<file path="config.mk">
export PLATFORM = sky130hd
export DESIGN_NAME = plaintext_result_memory
export DESIGN_NICKNAME = d
export VERILOG_FILES = /design/src/rtl/plaintext_result_memory_pkg.sv /design/src/rtl/plaintext_result_memory_result_ram.sv /design/src/rtl/plaintext_result_memory.sv
export SDC_FILE = /design/constraint.sdc
export NUM_CORES = 2
export LEC_CHECK = 0
export CORE_UTILIZATION = 60
export DETAILED_ROUTE_END_ITERATION = 10
export DONT_BUFFER_PORTS = 1
export GPL_ROUTABILITY_DRIVEN = 0
export PLACE_DENSITY = 0.76
export RECOVER_POWER = 100
export SYNTH_ARGS = -nofsm -noshare
export SYNTH_HDL_FRONTEND = slang
export SYNTH_SLANG_ARGS = --single-unit
</file>
<file path="constraint.sdc">
create_clock -name clk_i -period 20.6 [get_ports clk_i]
set_input_delay 2.06 -clock clk_i [delete_from_list [all_inputs] [get_ports clk_i]]
set_output_delay 2.06 -clock clk_i [all_outputs]
set_load 0.005 [all_outputs]
</file>
<file path="src/rtl/plaintext_result_memory_pkg.sv">
// rtl/plaintext_result_memory_pkg.sv - shared sizes, FSM encoding and helpers for the result buffer
//
// Purpose: the geometry shared with the cyphertext/key ROM, the capture FSM
// state encoding, and the run-length clamp helper.
// Ports: none (package).
package plaintext_result_memory_pkg;

  localparam int TEXT_WIDTH  = 128;
  localparam int ADDR_WIDTH  = 4;
  localparam int MEMORY_SIZE = 16;

  localparam logic [ADDR_WIDTH:0] MEMORY_SIZE_CNT = MEMORY_SIZE[ADDR_WIDTH:0];

  typedef enum logic [1:0] {
    IDLE  = 2'd0,
    WRITE = 2'd1,
    DONE  = 2'd2
  } state_e;

  // A run never asks for more blocks than the buffer can hold.
  function automatic logic [ADDR_WIDTH:0] clamp_count(input logic [ADDR_WIDTH:0] count);
    return (count > MEMORY_SIZE_CNT) ? MEMORY_SIZE_CNT : count;
  endfunction

endpackage

</file>
<file path="src/rtl/plaintext_result_memory_result_ram.sv">
// rtl/plaintext_result_memory_result_ram.sv - 1W1R synchronous RAM, read-before-write
//
// Purpose: storage behind the result buffer. One write port, one registered
// read port. A read and a write to the same address on one edge return the
// old contents. Reads beyond DEPTH return zero. Contents are not reset.
// Ports:
//   clk        in   clock, posedge
//   rst_n      in   synchronous active-low reset (read register only)
//   wr_en      in   write strobe
//   wr_addr    in   write address
//   wr_data    in   write data
//   rd_addr    in   read address
//   rd_data_q  out  registered read data, 1-cycle latency
module plaintext_result_memory_result_ram #(
  parameter int DATA_WIDTH = 128,
  parameter int ADDR_WIDTH = 4,
  parameter int DEPTH      = 16
) (
  input  logic                  clk,
  input  logic                  rst_n,
  input  logic                  wr_en,
  input  logic [ADDR_WIDTH-1:0] wr_addr,
  input  logic [DATA_WIDTH-1:0] wr_data,
  input  logic [ADDR_WIDTH-1:0] rd_addr,
  output logic [DATA_WIDTH-1:0] rd_data_q
);

  logic [DATA_WIDTH-1:0] mem [0:DEPTH-1];
  logic                  rd_in_range;

  // Widened before comparing so the test stays meaningful for any DEPTH.
  assign rd_in_range = {{(32-ADDR_WIDTH){1'b0}}, rd_addr} < DEPTH;

  always_ff @(posedge clk) begin
    if (wr_en) begin
      mem[wr_addr] <= wr_data;
    end
  end

  // Non-blocking update of mem means this read sees the pre-write value.
  always_ff @(posedge clk) begin
    if (!rst_n) begin
      rd_data_q <= '0;
    end else if (rd_in_range) begin
      rd_data_q <= mem[rd_addr];
    end else begin
      rd_data_q <= '0;
    end
  end

endmodule

</file>
<file path="src/rtl/plaintext_result_memory.sv">
// rtl/plaintext_result_memory.sv - result buffer at the output of the AES-128 decrypt datapath
//
// Purpose: captures decrypted plaintext blocks over a valid/ready handshake
// into sequential addresses and offers a registered read-back port.
// Optional feature macro: PLAINTEXT_CHECK_EN (compare each accepted block
// against an expect memory and count mismatches).
// Ports:
//   clk_i              in   clock, posedge
//   rst_ni             in   synchronous active-low reset
//   start_i            in   begin a capture run, samples count_i
//   clear_i            in   return to IDLE, clear counters and flags
//   count_i            in   blocks expected this run
//   plaintext_valid_i  in   plaintext_i holds a block
//   plaintext_i        in   decrypted block
//   plaintext_ready_o  out  buffer accepts a block this cycle (WRITE)
//   rd_addr_i          in   read-back address
//   rd_data_q          out  registered read-back data
//   wr_cnt_q           out  blocks written this run
//   busy_o             out  state is WRITE
//   done_o             out  state is DONE
//   overflow_q         out  sticky: block offered while in DONE
//   mismatch_cnt_q     out  (PLAINTEXT_CHECK_EN) blocks differing from expect memory
//   pass_o             out  (PLAINTEXT_CHECK_EN) done with zero mismatches
module plaintext_result_memory
  import plaintext_result_memory_pkg::*;
(
  input  logic                  clk_i,
  input  logic                  rst_ni,
  input  logic                  start_i,
  input  logic                  clear_i,
  input  logic [ADDR_WIDTH:0]   count_i,
  input  logic                  plaintext_valid_i,
  input  logic [TEXT_WIDTH-1:0] plaintext_i,
  output logic                  plaintext_ready_o,
  input  logic [ADDR_WIDTH-1:0] rd_addr_i,
  output logic [TEXT_WIDTH-1:0] rd_data_q,
  output logic [ADDR_WIDTH:0]   wr_cnt_q,
  output logic                  busy_o,
  output logic                  done_o,
`ifdef PLAINTEXT_CHECK_EN
  output logic [ADDR_WIDTH:0]   mismatch_cnt_q,
  output logic                  pass_o,
`endif
  output logic                  overflow_q
);

  state_e              state_q, state_d;
  logic [ADDR_WIDTH:0] target_q, target_d;
  logic [ADDR_WIDTH:0] wr_cnt_d;
  logic                overflow_d;
  logic                wr_en;

  assign plaintext_ready_o = (state_q == WRITE);
  assign busy_o            = (state_q == WRITE);
  assign done_o            = (state_q == DONE);

  // clear_i beats everything, including a block offered in the same cycle.
  always_comb begin
    state_d    = state_q;
    target_d   = target_q;
    wr_cnt_d   = wr_cnt_q;
    overflow_d = overflow_q;
    wr_en      = 1'b0;
    if (clear_i) begin
      state_d    = IDLE;
      wr_cnt_d   = '0;
      overflow_d = 1'b0;
    end else begin
      case (state_q)
        IDLE: begin
          if (start_i) begin
            target_d = clamp_count(count_i);
            wr_cnt_d = '0;
            state_d  = (count_i == '0) ? DONE : WRITE;
          end
        end
        WRITE: begin
          if (plaintext_valid_i) begin
            wr_en    = 1'b1;
            wr_cnt_d = wr_cnt_q + 1'b1;
            if (wr_cnt_d == target_q) begin
              state_d = DONE;
            end
          end
        end
        DONE: begin
          if (plaintext_valid_i) begin
            overflow_d = 1'b1;
          end
        end
        default: state_d = IDLE;
      endcase
    end
  end

  always_ff @(posedge clk_i) begin
    if (!rst_ni) begin
      state_q    <= IDLE;
      target_q   <= '0;
      wr_cnt_q   <= '0;
      overflow_q <= 1'b0;
    end else begin
      state_q    <= state_d;
      target_q   <= target_d;
      wr_cnt_q   <= wr_cnt_d;
      overflow_q <= overflow_d;
    end
  end

`ifdef PLAINTEXT_CHECK_EN
  logic [TEXT_WIDTH-1:0] expect_memory [0:MEMORY_SIZE-1];

  always_ff @(posedge clk_i) begin
    if (!rst_ni || clear_i) begin
      mismatch_cnt_q <= '0;
    end else if (wr_en && (plaintext_i != expect_memory[wr_cnt_q[ADDR_WIDTH-1:0]])) begin
      mismatch_cnt_q <= mismatch_cnt_q + 1'b1;
    end
  end

  assign pass_o = done_o & (mismatch_cnt_q == '0);
`endif

  plaintext_result_memory_result_ram #(
    .DATA_WIDTH (TEXT_WIDTH),
    .ADDR_WIDTH (ADDR_WIDTH),
    .DEPTH      (MEMORY_SIZE)
  ) u_result_ram (
    .clk       (clk_i),
    .rst_n     (rst_ni),
    .wr_en     (wr_en),
    .wr_addr   (wr_cnt_q[ADDR_WIDTH-1:0]),
    .wr_data   (plaintext_i),
    .rd_addr   (rd_addr_i),
    .rd_data_q (rd_data_q)
  );

endmodule

</file>
# Yosys cells after proc, flatten, opt, wreduce, memory -nomap -nowiden
# Memories as Yosys holds them, arrays and structs flattened. A register that Yosys moved wholly into a read port is not among the register bits.
# Cells that the tools add are included.
[word_totals]
regBits = 13
mem_count = 1
in_bits = 142
output_inout_bits = 137
word_cells = 39
ramBits = 2048
[memory_table]
columns = ["name", "depth", "width", "read_ports", "rd_clocked_by_memory_dff", "wr", "line", "text"]
rows = [
  ["u_result_ram.mem", 16, 128, 1, 1, 1, "plaintext_result_memory_result_ram.sv:28", "logic [DATA_WIDTH-1:0] mem [0:DEPTH-1];"],
]
[classes]
reduce_logical = 9
muxes = 14
order_cmp = 1
eq_ne = 6
bitwise_logic = 3
add_sub_neg = 1
[op_table]
columns = ["operator", "n"]
rows = [
  ["5-bit two-way mux", 3],
  ["5-bit case mux with 2 select lines", 1],
  ["2-bit two-way mux", 4],
  ["2-bit case mux with 3 select lines", 1],
  ["3-bit AND reduction", 2],
  ["5-bit by 1-bit adder with 5-bit output, second input constant", 1],
  ["5-bit equality test", 1],
  ["5-bit greater-than comparator, second input constant", 1],
  ["5-bit logical NOT", 1],
  ["1-bit two-way mux", 5],
  ["2-bit inequality test, second input constant", 2],
  ["4-bit AND reduction", 1],
  ["1-bit NOT", 3],
  ["2-bit by 1-bit equality test with 1-bit output, second input constant", 1],
  ["2-bit equality test, second input constant", 1],
  ["2-bit logical NOT", 1],
  ["2-bit by 1-bit inequality test with 1-bit output, second input constant", 1],
  ["2-bit AND reduction", 1],
  ["2-bit nonzero test", 1],
  ["2-bit OR reduction", 1],
  ["1-bit logical NOT", 1],
]

# Depth between registers and ports, before layout
[logic_depth]
word_depth = 5
ltp_mapped = 6
ltp_nobuf = 6

# By module
# A second synthesis with hierarchy kept.
[unflattened]
hier_cells = 4350
hier_area_um2 = 82197.6
[modules_own_cells]
columns = ["mod", "instances", "seq_area_each_um2", "cells_each", "area_each_um2"]
rows = [
  ["plaintext_result_memory_result_ram", 1, 64061.4, 4263, 81419.3],
  ["plaintext_result_memory", 1, 260.2, 87, 778.2],
]

# Worst setup path before layout
# No wires, ideal clock.
[synth_path]
kind = "input -> register"
startpoint = "input plaintext_valid_i"
endpoint = "memory u_result_ram.mem[0][0], enable pin"
setup_time_ns = 0.773
arrival_time_ns = 11.161
path_buffers = 0
required_time_ns = 19.827
setup_slack_ns = 8.666
stages = 4
cell_sequence = "nand3b_1 nor2_1 nand2_1 nor3_1"
[synth_via]
elab_chain_len = 5
[synth_lines]
columns = ["element", "line", "text"]
rows = [
  ["start: declaration", "plaintext_result_memory.sv:32", "input logic plaintext_valid_i,"],
  ["1-bit two-way mux", "plaintext_result_memory.sv:78", "if (plaintext_valid_i) begin"],
  ["1-bit two-way mux", "plaintext_result_memory.sv:69", "case (state_q)"],
  ["1-bit two-way mux", "plaintext_result_memory.sv:64", "if (clear_i) begin"],
  ["1-bit two-way mux", "plaintext_result_memory_result_ram.sv:35", "if (wr_en) begin"],
  ["1-bit two-way mux (implied by the code)", "plaintext_result_memory_result_ram.sv:36", "mem[wr_addr] <= wr_data;"],
  ["end: declaration", "plaintext_result_memory_result_ram.sv:28", ""],
]
# No other way between the ends.

==> qor.yml <==
status: "finished, violations left"
violations: "capacitance limit, slew limit"
grt_usage: 0.247
syn_area_per_cell_sq_um: 24.0
postCtsResizedCells: 0
ys_async_sr_fraction: 0
drc_errors: 0
dieArea_sq_mm: 0.136
critPathCaptureType: "flop"
crit_path_max_fanout: 137
routed_wl_microns: 165000
die_y_microns: 369
fmax_mhz: 91.9
cap_violations: 33
avgRoutedWirePerCell_microns: 30.7
cts.sinks: 2189
seq_area_frac_synth: 0.796
synth_most_common_cell: "edfxtp_1"
io_pins: 279
finalCritPeriodShare: 0.528
total_power_mw: 8.73
die_w_microns: 369
p_clk_frac: 0.412
grt_setup_unrepaired: "no"
holdPathStages: 2
finalSetupTns_ns: 0
holdBufCountCts: 0
worstReg2RegEnd: "u_result_ram.mem[5][32]"
hold_class: "reg -> reg"
drt_iter0_markers: 3319
peakVddDrop_mv: 0.0774
r2r_cells: 5
hpwl_microns: 76000
r2r_start: "state_q[1]"
r2r_slack_ns: 11.02
coreArea_sq_mm: 0.133
insertion_delay_ns: 0.84
synth_ff_type: "edfxtp_1"
design_area_sq_mm: 0.0888
clock_skew_ns: 0.0273
setup_violations: 0
worst-setup-path-type: "in -> reg"
h-tree-depth: 4
worstHoldStart: "target_q[0]"
slew_violations: 2476
vias: 35000
synthesis.area_sq_mm: 0.0808
synth_top_area_share: 0.761
viasPerCell: 6.51
cts_setup_buffers: 0
clk_path_buf_depth: 3
p_sw_frac: 0.193
hold_end: "target_q[0]"
first_pass_iters: 5
fin_util: 0.665
syn_to_final_growth_pct: 9.92
antenna_left: 0
grt_pass1_vias: 37400
powerDensity_mw_per_mm2: 98.3
tightest_slew_ns: 10.37
ys_ff_latch: 2189
cp.arrival_ns: 11.52
synth_top_area_cell: "edfxtp_1"
synthCells: 3360
syn_nets: 3506
cp-start-kind: "input port"
drive_above_1_share: 0.231
placementRows: 134
dpl_cell_area_sq_mm: 0.0825
start_util: 0.605
p_switching_mw: 1.69
slew_headroom: -5.91
synth_enable_flop_cells: 2048
comb_power_share: 0.026
cts_root_buf: "clkbuf_16"
p_seq_frac: 0.562
clk_pin_slew_worst_paths_ns: 0.06
worst_hold_slack_ns: 0.496
yosys-top-cells-area: "edfxtp_1 76%, mux4_2 14%, dfxtp_1 3.5%"
port_buffers: 0
grt-ovfl-total: 0
ys_top_cells_by_count: "2048 x edfxtp_1, 512 x mux4_2, 257 x mux2i_1"
grt_pass1_wl_microns: 243000
required_ns: 21.24
cts_tree: "built"
antenna_found_initial: 2
synth_cell_types: 36
timing.final.crit_period_ns: 10.88
p_leak_nw: 28.0
grt_max_degree: 513
numCtsBuffers: 203
hold_viol: 0
fin_nets: 3572
power.internal_mw: 7.04
ys_warn_count: 0
sequential cells by signal (all words and copies together), names as in the netlist:
register	cells
u_result_ram.rd_data_q	128
state_q	2
u_result_ram.mem	2048
overflow_q	1
target_q	5
wr_cnt_q	5
area by class of cell:
type	count	area [sq um]
diodes	2	5.00
repair buffers	37	225
inverters	3	11.3
clock buffers	279	5650
flip-flops and latches	2189	64300
well taps	1768	2210
fillers	8121	44700
clock inverters	105	831
multi-input cells	992	15500
power by group through the flow:
stage	combinational, mW	sequential, mW	clock [mW]
floorplan	0.208	4.99	0
global placement	0.175	5.00	0
detailed placement	0.179	5.00	0
CTS	0.181	4.90	3.66
global route	0.241	4.90	3.83
finish	0.229	4.90	3.60
layout by cell type (no fill, tap or decap), types with 3 or more instances in the layout:
cell type	instances
nor2b_1	4
clkinv_1	32
clkinv_8	5
mux2i_1	257
nand2b_1	3
mux4_2	512
inv_1	3
inv_6	7
xor2_1	3
a211oi_1	3
nor2_1	14
o22ai_1	128
nor3_1	6
clkinvlp_4	6
buf_4	4
clkbuf_16	206
clkbuf_8	22
dfxtp_1	141
nor2_4	8
a21oi_1	4
clkbuf_1	81
or3_1	3
a21boi_0	6
clkinv_2	43
nand2_1	14
nand3b_1	5
bufinv_16	8
buf_16	3
edfxtp_1	2048
ha_1	4
stage by stage:
step,instances,setup slack [ns]
2_1_floorplan,3360,8.67
6_report,5375,9.72
3_5_place_dp,4985,15.23
4_1_cts,5369,16.09
3_3_place_gp,4985,15.23
5_1_grt,5373,8.27
cell families (layout without fill, tap and decap cells):
family / count (synthesis) / count (layout) / share of synthesized area
DFF: 2189 / 2189 / 0.796
muxes: 769 / 769 / 0.175
buffers and inverters: 179 / 424 / 0.0122
AOI/OAI and AO/OA: 150 / 150 / 0.0119
and+or+nand+nor: 63 / 63 / 0.00376
xor gates and xnor gates: 6 / 6 / 0.000744
adders and majority gates: 4 / 4 / 0.000620
other: 0 / 2 / 0
worst max-delay path by stage:
stage,start,endpoint,slack (ns)
floorplan,plaintext_valid_i,u_result_ram.mem[0][0],8.67
global placement,plaintext_valid_i,u_result_ram.mem[10][102],15.23
detailed placement,plaintext_valid_i,u_result_ram.mem[10][102],15.23
CTS,plaintext_valid_i,u_result_ram.mem[10][77],16.09
global route,rd_addr_i[0],u_result_ram.rd_data_q[90],8.27
finish,rd_addr_i[0],u_result_ram.rd_data_q[90],9.72
routing by layer:
metal  part of all wire  global-route usage
met3              0.078              0.0618
met2               0.52               0.418
met5                  0                   0
met1               0.38               0.317
met4              0.026              0.0774
critical path, stage by stage:
cell	delay, ns
clkbuf_1	6.79
buf_16	0.40
buf_16	0.71
mux4_2	0.62
mux2i_1	0.37
o22ai_1	0.19
(Power assumes the default switching activity.)
